--- src/rtl/adc_capture_sequencer.sv ---
// ---------------------------------------------------------------------------
// adc_capture_sequencer
//
// Purpose: the capture controller that sits between the RFDC ADC AXI4-Stream
// outputs and the capture-buffer AXI4-Stream inputs. An arm request latches
// the configuration. A hardware or software trigger then starts an optional
// holdoff. After the holdoff, the block routes one selected ADC channel into
// each buffer for a programmed number of beats. Everything runs on aclk.
//
// Optional feature: define CAPTURE_TLAST_EN to add m_buf_tlast. It marks the
// final beat of a capture on every buffer.
//
// Ports:
//   aclk, aresetn          stream clock, asynchronous active-low reset
//   arm_i                  single-cycle arm request (honoured in IDLE only)
//   trig_i, sw_trig_i      hardware / software trigger (honoured in ARMED)
//   abort_i                abort the current sequence (highest priority)
//   sel_i                  per-buffer ADC select, buffer b at [b*SEL_WIDTH +: SEL_WIDTH]
//   len_i                  capture length in beats (0 = arm ignored)
//   holdoff_i              cycles between trigger and capture start
//   s_adc_t*               ADC streams in; tready is tied high
//   m_buf_t*               buffer streams out; one cycle of latency, never held
//   armed_o, busy_o        state flags (ARMED / HOLDOFF or CAPTURE)
//   done_o                 last capture completed; held until the next accepted arm
//   overflow_o             sticky; a buffer was not ready for a valid beat
//   beat_count_o           beats accepted in the current or last capture
// ---------------------------------------------------------------------------
module adc_capture_sequencer #(
    parameter int unsigned NUM_ADC       = 8,
    parameter int unsigned NUM_BUF       = 4,
    parameter int unsigned DATA_WIDTH    = 128,
    parameter int unsigned SEL_WIDTH     = 3,
    parameter int unsigned LEN_WIDTH     = 16,
    parameter int unsigned HOLDOFF_WIDTH = 16
) (
    input  logic                          aclk,
    input  logic                          aresetn,
    input  logic                          arm_i,
    input  logic                          trig_i,
    input  logic                          sw_trig_i,
    input  logic                          abort_i,
    input  logic [NUM_BUF*SEL_WIDTH-1:0]  sel_i,
    input  logic [LEN_WIDTH-1:0]          len_i,
    input  logic [HOLDOFF_WIDTH-1:0]      holdoff_i,
    input  logic [NUM_ADC*DATA_WIDTH-1:0] s_adc_tdata,
    input  logic [NUM_ADC-1:0]            s_adc_tvalid,
    output logic [NUM_ADC-1:0]            s_adc_tready,
    output logic [NUM_BUF*DATA_WIDTH-1:0] m_buf_tdata,
    output logic [NUM_BUF-1:0]            m_buf_tvalid,
    input  logic [NUM_BUF-1:0]            m_buf_tready,
`ifdef CAPTURE_TLAST_EN
    output logic [NUM_BUF-1:0]            m_buf_tlast,
`endif
    output logic                          armed_o,
    output logic                          busy_o,
    output logic                          done_o,
    output logic                          overflow_o,
    output logic [LEN_WIDTH-1:0]          beat_count_o
);

    localparam int unsigned SELS_W = NUM_BUF * SEL_WIDTH;
    localparam int unsigned BUFD_W = NUM_BUF * DATA_WIDTH;

    typedef enum logic [2:0] {
        ST_IDLE    = 3'd0,
        ST_ARMED   = 3'd1,
        ST_HOLDOFF = 3'd2,
        ST_CAPTURE = 3'd3,
        ST_DONE    = 3'd4
    } state_e;

    state_e                   state_q,    state_d;
    logic [SELS_W-1:0]        sel_q,      sel_d;
    logic [LEN_WIDTH-1:0]     len_q,      len_d;
    logic [HOLDOFF_WIDTH-1:0] holdoff_q,  holdoff_d;
    logic [HOLDOFF_WIDTH-1:0] hold_cnt_q, hold_cnt_d;
    logic [LEN_WIDTH-1:0]     beat_cnt_q, beat_cnt_d;
    logic [BUFD_W-1:0]        tdata_q,    tdata_d;
    logic [NUM_BUF-1:0]       tvalid_q,   tvalid_d;
    logic                     armed_q,    armed_d;
    logic                     busy_q,     busy_d;
    logic                     done_q,     done_d;
    logic                     overflow_q, overflow_d;
`ifdef CAPTURE_TLAST_EN
    logic [NUM_BUF-1:0]       tlast_q,    tlast_d;
`endif

    logic [DATA_WIDTH-1:0]    adc_data_c [NUM_ADC];
    logic [NUM_BUF-1:0]       sel_valid_c;
    logic [BUFD_W-1:0]        sel_data_c;
    logic                     beat_c;
    logic                     last_beat_c;
    logic                     trig_c;

    // The ADCs are never backpressured.
    assign s_adc_tready = {NUM_ADC{1'b1}};

    // Split the flat ADC data bus into per-channel words.
    for (genvar a = 0; a < NUM_ADC; a++) begin : g_adc
        assign adc_data_c[a] = s_adc_tdata[a*DATA_WIDTH +: DATA_WIDTH];
    end

    // Per-buffer channel mux, driven from the configuration latched at arm.
    for (genvar b = 0; b < NUM_BUF; b++) begin : g_buf
        logic [SEL_WIDTH-1:0] sel_b;
        assign sel_b                                 = sel_q[b*SEL_WIDTH +: SEL_WIDTH];
        assign sel_valid_c[b]                        = s_adc_tvalid[sel_b];
        assign sel_data_c[b*DATA_WIDTH +: DATA_WIDTH] = adc_data_c[sel_b];
    end

    // A beat needs every selected channel valid, so the buffers stay aligned.
    assign beat_c      = &sel_valid_c;
    assign last_beat_c = (LEN_WIDTH'(beat_cnt_q + LEN_WIDTH'(1)) == len_q);
    assign trig_c      = trig_i | sw_trig_i;

    // Next-state and next-output logic.
    always_comb begin
        state_d    = state_q;
        sel_d      = sel_q;
        len_d      = len_q;
        holdoff_d  = holdoff_q;
        hold_cnt_d = hold_cnt_q;
        beat_cnt_d = beat_cnt_q;
        tdata_d    = tdata_q;
        tvalid_d   = '0;
        done_d     = done_q;
        // A valid beat with its buffer not ready is lost.
        overflow_d = overflow_q | (|(tvalid_q & ~m_buf_tready));
`ifdef CAPTURE_TLAST_EN
        tlast_d    = '0;
`endif

        if (abort_i) begin
            state_d = ST_IDLE;
        end else begin
            case (state_q)
                ST_IDLE: begin
                    if (arm_i && (len_i != '0)) begin
                        sel_d      = sel_i;
                        len_d      = len_i;
                        holdoff_d  = holdoff_i;
                        done_d     = 1'b0;
                        overflow_d = 1'b0;
                        beat_cnt_d = '0;
                        state_d    = ST_ARMED;
                    end
                end
                ST_ARMED: begin
                    if (trig_c) begin
                        if (holdoff_q == '0) begin
                            state_d = ST_CAPTURE;
                        end else begin
                            hold_cnt_d = holdoff_q;
                            state_d    = ST_HOLDOFF;
                        end
                    end
                end
                ST_HOLDOFF: begin
                    if (hold_cnt_q <= HOLDOFF_WIDTH'(1)) begin
                        state_d = ST_CAPTURE;
                    end else begin
                        hold_cnt_d = hold_cnt_q - HOLDOFF_WIDTH'(1);
                    end
                end
                ST_CAPTURE: begin
                    if (beat_c) begin
                        tdata_d  = sel_data_c;
                        tvalid_d = '1;
                        if (beat_cnt_q != len_q) begin
                            beat_cnt_d = beat_cnt_q + LEN_WIDTH'(1);
                        end
                        if (last_beat_c) begin
                            state_d = ST_DONE;
`ifdef CAPTURE_TLAST_EN
                            tlast_d = '1;
`endif
                        end
                    end
                end
                ST_DONE: begin
                    done_d  = 1'b1;
                    state_d = ST_IDLE;
                end
                default: begin
                    state_d = ST_IDLE;
                end
            endcase
        end

        armed_d = (state_d == ST_ARMED);
        busy_d  = (state_d == ST_HOLDOFF) || (state_d == ST_CAPTURE);
    end

    // State and output registers.
    always_ff @(posedge aclk or negedge aresetn) begin
        if (!aresetn) begin
            state_q    <= ST_IDLE;
            sel_q      <= '0;
            len_q      <= '0;
            holdoff_q  <= '0;
            hold_cnt_q <= '0;
            beat_cnt_q <= '0;
            tdata_q    <= '0;
            tvalid_q   <= '0;
            armed_q    <= 1'b0;
            busy_q     <= 1'b0;
            done_q     <= 1'b0;
            overflow_q <= 1'b0;
`ifdef CAPTURE_TLAST_EN
            tlast_q    <= '0;
`endif
        end else begin
            state_q    <= state_d;
            sel_q      <= sel_d;
            len_q      <= len_d;
            holdoff_q  <= holdoff_d;
            hold_cnt_q <= hold_cnt_d;
            beat_cnt_q <= beat_cnt_d;
            tdata_q    <= tdata_d;
            tvalid_q   <= tvalid_d;
            armed_q    <= armed_d;
            busy_q     <= busy_d;
            done_q     <= done_d;
            overflow_q <= overflow_d;
`ifdef CAPTURE_TLAST_EN
            tlast_q    <= tlast_d;
`endif
        end
    end

    assign m_buf_tdata  = tdata_q;
    assign m_buf_tvalid = tvalid_q;
    assign armed_o      = armed_q;
    assign busy_o       = busy_q;
    assign done_o       = done_q;
    assign overflow_o   = overflow_q;
    assign beat_count_o = beat_cnt_q;
`ifdef CAPTURE_TLAST_EN
    assign m_buf_tlast  = tlast_q;
`endif

endmodule

--- config.mk ---
export PLATFORM = sky130hd
export DESIGN_NAME = adc_capture_sequencer
export DESIGN_NICKNAME = d
export VERILOG_FILES = /design/src/rtl/adc_capture_sequencer.sv
export SDC_FILE = /design/constraint.sdc
export NUM_CORES = 2
export LEC_CHECK = 0
export CORE_AREA = 3 3 637 639
export CTS_BUF_LIST = sky130_fd_sc_hd__clkbuf_8 sky130_fd_sc_hd__clkbuf_16
export CTS_CLUSTER_DIAMETER = 50
export DETAILED_ROUTE_END_ITERATION = 16
export DIE_AREA = 0 0 640 642
export PLACE_DENSITY = 0.4
export SETUP_SLACK_MARGIN = 0.5
export SLEW_MARGIN = 20
export SYNTH_ARGS = -nofsm -noshare
export SYNTH_HDL_FRONTEND = slang
export SYNTH_SLANG_ARGS = --single-unit
--- constraint.sdc ---
create_clock -name aclk -period 2.4 [get_ports aclk]
set_input_delay 0.48 -clock aclk [delete_from_list [all_inputs] [get_ports aclk]]
set_output_delay 0.48 -clock aclk [all_outputs]
set_load 0.05 [all_outputs]
== Word level (Yosys, flattened, before mapping) ==
Index checks and enable logic that the tools add are counted.

* Flip-flop bits (word level): 599
* Input bits: 1086
* Output and inout port bits: 544

* Add/sub/neg operators: 2
* Order comparisons: 9
* Equal/unequal tests: 15
* Reduce and logical (&&, ||, !) cells: 15
* Mux-type cells: 44
* Bitwise logic cells: 9

{| class="wikitable"
|+ Operators by type and width
! operator !! count
|-
| $bmux 128 s3 || 4
|-
| $mux 128 || 8
|-
| $mux 16 || 6
|-
| $pmux 16 s2 || 2
|-
| $mux 3 || 6
|-
| $add 16x1->16 const B || 1
|-
| $eq 16x16->1 || 1
|-
| $ge 4x4->1 const B || 4
|-
| $le 16x1->1 const B || 1
|-
| $logic_not 16->1 || 1
|-
| $lt 3x4->1 const B || 4
|-
| $ne 16x16->1 || 1
|-
| $not 3->4 || 4
|-
| $reduce_bool 16->1 || 1
|-
| $sub 16x1->16 const B || 1
|-
| $bmux 1 s3 || 4
|-
| $eq 3x2->1 const B || 4
|-
| $mux 4 || 3
|-
| $ne 2x2->1 const B || 6
|-
| $pmux 3 s4 || 1
|-
| $reduce_and 5->1 || 2
|-
| $mux 1 || 9
|-
| $eq 3x1->1 const B || 2
|-
| $reduce_and 3->1 || 2
|-
| other kinds (13) || 16
|}

== Depth between registers and ports, before layout ==
* Word-level depth: 8
* Gate-level depth with buffers: 12
* Depth with buffers taken out: 8

== Worst setup path before layout ==
Ideal clock, no wire load.

* Path kind: reg-to-reg
* Start: register beat_cnt_q[2] (netlist: beat_count_o[2])
* End: register state_q[0]
* Cell stages (with the launch flop): 9
* Clock period less this slack: 2722 ps
* Path slack: -322 ps
* Setup time: 141 ps
* Arrival: 2581 ps
* Required time: 2259 ps
* Path through: dfrtp_1 -> clkbuf_1 -> nand3_1 -> or3_1 -> a211oi_1 -> o2111ai_1 -> a2111oi_0 -> o2111a_1 -> a221oi_1

* Longest elaborated chain between the ends: 6

{| class="wikitable"
|+ RTL lines
! item !! line !! source
|-
| from (decl) || 77 || <nowiki>logic [LEN_WIDTH-1:0] beat_cnt_q, beat_cnt_d;</nowiki>
|-
| from (signal assigned) || 218 || <nowiki>beat_cnt_q <= beat_cnt_d;</nowiki>
|-
| $add 16x1->16 || 113 || <nowiki>assign last_beat_c = (LEN_WIDTH'(beat_cnt_q + LEN_WIDTH'(1)) == len_q);</nowiki>
|-
| $eq 16x16->1 || 113 ||
|-
| $mux 3 || 172 || <nowiki>if (last_beat_c) begin</nowiki>
|-
| $mux 3 || 166 || <nowiki>if (beat_c) begin</nowiki>
|-
| $pmux 3 s4 || 136 || <nowiki>case (state_q)</nowiki>
|-
| $mux 3 || 133 || <nowiki>if (abort_i) begin</nowiki>
|-
| named net state_d[0] || 72 || <nowiki>state_e state_q, state_d;</nowiki>
|-
| to (signal assigned) || 213 || <nowiki>state_q <= state_d;</nowiki>
|-
| to (decl) || 72 ||
|}

The timed path passes the listed nets, and every way through them passes these cells.
A chain may end at the register's enable or synchronous reset.

== Worst setup path after layout ==
* Start: register sel_q[6]
* End: register tdata_q[65] (netlist: m_buf_tdata[65])

* Longest elaborated chain between the ends: 3

{| class="wikitable"
|+ RTL lines
! item !! line !! source
|-
| from (decl) || 73 || <nowiki>logic [SELS_W-1:0] sel_q, sel_d;</nowiki>
|-
| from (signal assigned) || 214 || <nowiki>sel_q <= sel_d;</nowiki>
|-
| $bmux 1 s3 || 107 || <nowiki>assign sel_valid_c[b] = s_adc_tvalid[sel_b];</nowiki>
|-
| $mux 1 (implied by the code) || 107 ||
|-
| $reduce_and 6->1 (no line) || - ||
|-
| to (signal assigned) || 219 || <nowiki>tdata_q <= tdata_d;</nowiki>
|-
| to (decl) || 78 || <nowiki>logic [BUFD_W-1:0] tdata_q, tdata_d;</nowiki>
|}

Every way passes these cells. The select of a mux whose other input is x is not followed.

==> impl_summary.md <==
Status
The run finished, with violations left. The checks that failed: negative setup slack.

STA
The highest achievable clock rate is 339 MHz. The worst pin sits at a relative slew slack of 29.8%. Setup repair after global routing could not meet its margin everywhere.

The transition time at the pin with the least slew margin is 1.05 ns. The number of setup violations in the final report is 907. The final-report hold violation count was 0.

For the final database, setup skew stands at 0.0657 ns. The setup slack after layout is -0.548 ns. The post-layout minimum cycle time is 2.95 ns. The share of the clock period used by the worst path is 123%.

The number of pins with negative max-slew slack in the final report is 0.

Die
The standard cell core area is 0.400 mm². The chip height is 642 µm. The number of rows created at floorplan is 232. Pin placement for this block handled 1630 I/O pins.

From left edge to right edge, the die measures 640 µm. The floorplan step defined a die boundary enclosing 0.411 mm². The effective utilization at floorplan is 13.0%.

Worst setup path
The reg-to-reg critical path startpoint is sel_q[6]$_DFFE_PN0P_. The kind of capture point of the worst setup path is a flip-flop. The largest individual stage delay along the critical path comes from the cell or4_4.

The cell family contributing the most delay on the critical path is simple AND/OR/NAND/NOR gates. For the worst setup path, the data required time is 3.07 ns. The longest individual stage delay on the worst path is 0.67 ns.

The flop-to-flop setup slack is -0.55 ns. The startpoint of the worst setup timing path is sel_q[6]$_DFFE_PN0P_. The cell that appears most often on the critical path is buf_12.

The critical path crosses 8 cells after its start point. The maximum fanout along the worst path is 52. Data on the critical path arrives at its endpoint at 3.62 ns. For the worst flop-to-flop path, the logic depth is 8. The signal on the critical path passes through mux4_2 > o22ai_2 > or4_4 > or3_4 > buf_12 > buf_12 > nand2_1 > o21ai_0.

The nature of the critical path startpoint is a flip-flop. The destination of the worst register-to-register timing path is m_buf_tdata[65]$_DFFE_PN0P_. The number of buffer and inverter stages on the critical path is 2. The setup path with the least slack is of type flip-flop to flip-flop.

Min path
The type of the most critical hold path is input port to flip-flop. Counting instances, the worst hold path has a depth of 3. The worst hold path begins at holdoff_i[11].

The end point of the worst hold path is holdoff_q[11]$_DFFE_PN0P_.

Clock network
The worst-case clock buffer depth is 4. The depth of the CTS H-tree is 4. The number of buffers added by the clock tree synthesis step is 139. The cell sitting at the root of the clock tree is a clkbuf_16.

The clock latency reported for the late side of the worst-skew pair is 0.84 ns. The clock net in this run drives a total of 596 sinks. The clock-pin transition on the worst setup and hold timing paths is 0.05 ns. TritonCTS built the clock tree.

Synthesis
The synthesized netlist devotes 6.37% of its cell area to compound gates. Summing the areas of all fa, ha and maj instances in the mapped netlist gives 0.0720% of the synthesized area. The primary flip-flop cell chosen by synthesis mapping is dfrtp_1. The post-synth design cell area is 0.0521 mm².

The proportion of synthesized area in mux cells is 54.5%. In the synthesized netlist the async set-or-reset flop fraction comes to 100%. After Yosys synthesis, XOR and XNOR cells account for 0.403% of the synthesized area.

By area, the combinational part of the netlist is dominated by multiplexers. The flip-flop and latch count after synthesis is 596. The number of instances in the synthesized netlist is 4048. The Yosys step of the flow raised 0 warnings. The per-instance average area after synthesis is 12.9 µm².

Summing the areas of all and, or, nand and nor instances in the mapped netlist gives 6.04% of the synthesized area. Yosys mapped a number of flops with a built-in enable equal to 0. The number of distinct library cells after synthesis is 54. The proportion of synthesized chip area in sequential cells is 28.6%.

Layout
The total number of nets in the final design is 6757. For this run, the share of the core covered by cells in the final layout is 20.4%. The post-route netlist has 30.9% of its cells at a drive strength greater than 1. The post-synthesis to final-layout area growth is 56.3%.

Route
In the final routed layout, each cell accounts on average for 37.0 µm. The routed design has 413 mm of wire. The count of vias placed by the detailed router is 48900.

The via density per instance is 4.38. Once detail routing completed, the nets flagged for antenna violations numbered 0. The number of remaining DRC errors is 0. In this run, the number of DRC markers left after iteration 0 of detailed routing was 4131. The first detailed-routing pass ran for 5 iterations.

Placed design
The number of port buffers is 1621. After legalization and detailed placement, the total HPWL measured 343 mm. The final weighted congestion in routability-driven placement is 0.892. The worst setup slack before clock tree synthesis is -1.05 ns.

Global route
The global-route wire length before repair is 530 mm. The number of global-route vias before repair was 48900. The maximum number of pins on one net before global-route repair is 79. For this run the aggregate overflow at the end of global routing stands at 0. The number of antenna violations at the first check in global routing was 396. The global router's overall resource usage is 19.4%.

Power and ir drop
Across the VDD grid, the largest voltage drop is 490 µV. In this run the power density over the cells is 895 mW/mm². The total power consumption of the routed design is 72.8 mW.

The leakage component of the power is 29.9 nW.

Run
Max-cap violations in this run came to 0.
## worst max-delay path by stage
stage                                        end  slack (ns)
finish               m_buf_tdata[65]$_DFFE_PN0P_       -0.55
global route          m_buf_tdata[2]$_DFFE_PN0P_       -0.57
CTS                  m_buf_tdata[87]$_DFFE_PN0P_       -0.52
detailed placement  m_buf_tdata[116]$_DFFE_PN0P_       -1.05
global placement    m_buf_tdata[116]$_DFFE_PN0P_       -1.00
floorplan           m_buf_tdata[399]$_DFFE_PN0P_       -0.22
## cell families (layout without fill, tap and decap cells)
kind of cell	count (synthesis)	in the layout
other cells	1	143
flops	596	596
fa+ha+maj	3	3
xor+xnor	24	24
compound gates	635	635
mux	1548	1548
buf+inv	460	2179
simple gates	781	782
## Yosys cell counts (all sizes together), types with 6 or more instances
master | n | area [µm²]
a21oi | 26 | 130
nor2 | 40 | 150
and3 | 7 | 43.8
nor4 | 16 | 100
xnor2 | 18 | 158
buf | 169 | 971
mux4 | 1032 | 23200
mux2i | 516 | 5160
a31oi | 6 | 37.5
nand2 | 655 | 2460
dfrtp | 596 | 14900
clkbuf | 282 | 1060
o31ai | 6 | 45.0
inv | 8 | 30.0
a22oi | 6 | 45.0
nor3 | 13 | 65.1
o22ai | 6 | 37.5
nand4 | 8 | 50.1
xor2 | 6 | 52.6
nand3 | 11 | 55.1
o21ai | 558 | 2790
## sequential cells by signal, summed over array words and instances (netlist names)
signal,cells
sel_q,12
beat_count_o,16
holdoff_q,16
busy_o,1
m_buf_tvalid,1
hold_cnt_q,16
state_q,3
overflow_o,1
m_buf_tdata,512
armed_o,1
done_o,1
len_q,16
## layer usage
metal,vias up,global-route usage [%],part of all wire [%]
li1,19800,-,-
met1,25300,21.4,37
met2,2677,31.6,47
met3,994,9.29,11
met4,256,8.52,4.9
met5,-,0,0.40
## layout by cell type (no fill, tap or decap), types with 7 or more instances in the layout
cell	netlist	layout
clkdlybuf4s50_1	0	1460
inv_1	8	20
a21oi_1	26	26
bufinv_16	0	18
buf_6	34	22
o21ai_2	0	7
diode_2	0	135
inv_6	0	9
buf_4	13	344
nor3_1	13	11
nand3_1	11	8
nor4_1	16	15
buf_12	0	80
o21ai_1	300	373
clkinvlp_4	0	21
conb_1	1	8
clkbuf_8	0	7
clkbuf_16	0	147
mux2i_1	516	516
dfrtp_1	596	576
o21ai_0	258	177
dfrtp_4	0	13
nand2_1	655	654
dfrtp_2	0	7
mux4_2	1032	1032
clkinv_2	0	17
xnor2_1	18	17
nor2_1	40	39
nand4_1	8	8
clkinv_4	0	18
## area by class of cell
type / instances / area, µm²
Inverter: 9 / 41.3
Multi-Input combinational cell: 3000 / 35300
Tap cell: 5265 / 6590
Antenna cell: 135 / 338
Fill cell: 43000 / 318000
Clock inverter: 99 / 1120
Clock buffer: 149 / 3650
Timing Repair Buffer: 1922 / 19400
Sequential cell: 596 / 15000
## per-stage QoR
| step | TNS (ns) | hold slack (ns) | instance area, µm² | cells |
|---|---|---|---|---|
| after floorplan | -97.91 | 0.184 | 52300 | 4055 |
| after global placement | -473.94 | 0.437 | 75700 | 10800 |
| after detailed placement | -500.21 | 0.439 | 75700 | 10800 |
| after CTS | -304.32 | 0.0715 | 80800 | 11000 |
| after global routing | -317.26 | 0.143 | 81300 | 11100 |
| final | -267.70 | 0.187 | 81400 | 11200 |
## report_power, final
group	internal, mW	leakage, nW	switching, mW	total (mW)
clock network	13.0	2.34	7.27	20.3
registers	11.8	8.14	1.39	13.2
logic	17.2	19.4	22.2	39.4
## worst min-delay path, stage by stage
cell	delay (ns)
clkdlybuf4s50_1	0.41
nand2_1	0.06
nand2_1	0.04
## what timing repair did
action	in CTS	in global routing
cloned	2	9
hold endpoints to repair	239	0
pin swaps	5	7
hold buffers	1	0
setup endpoints to repair	1085	1121
setup buffers	9	3
resized for setup	67	66
Power figures use the tool's default switching activity.
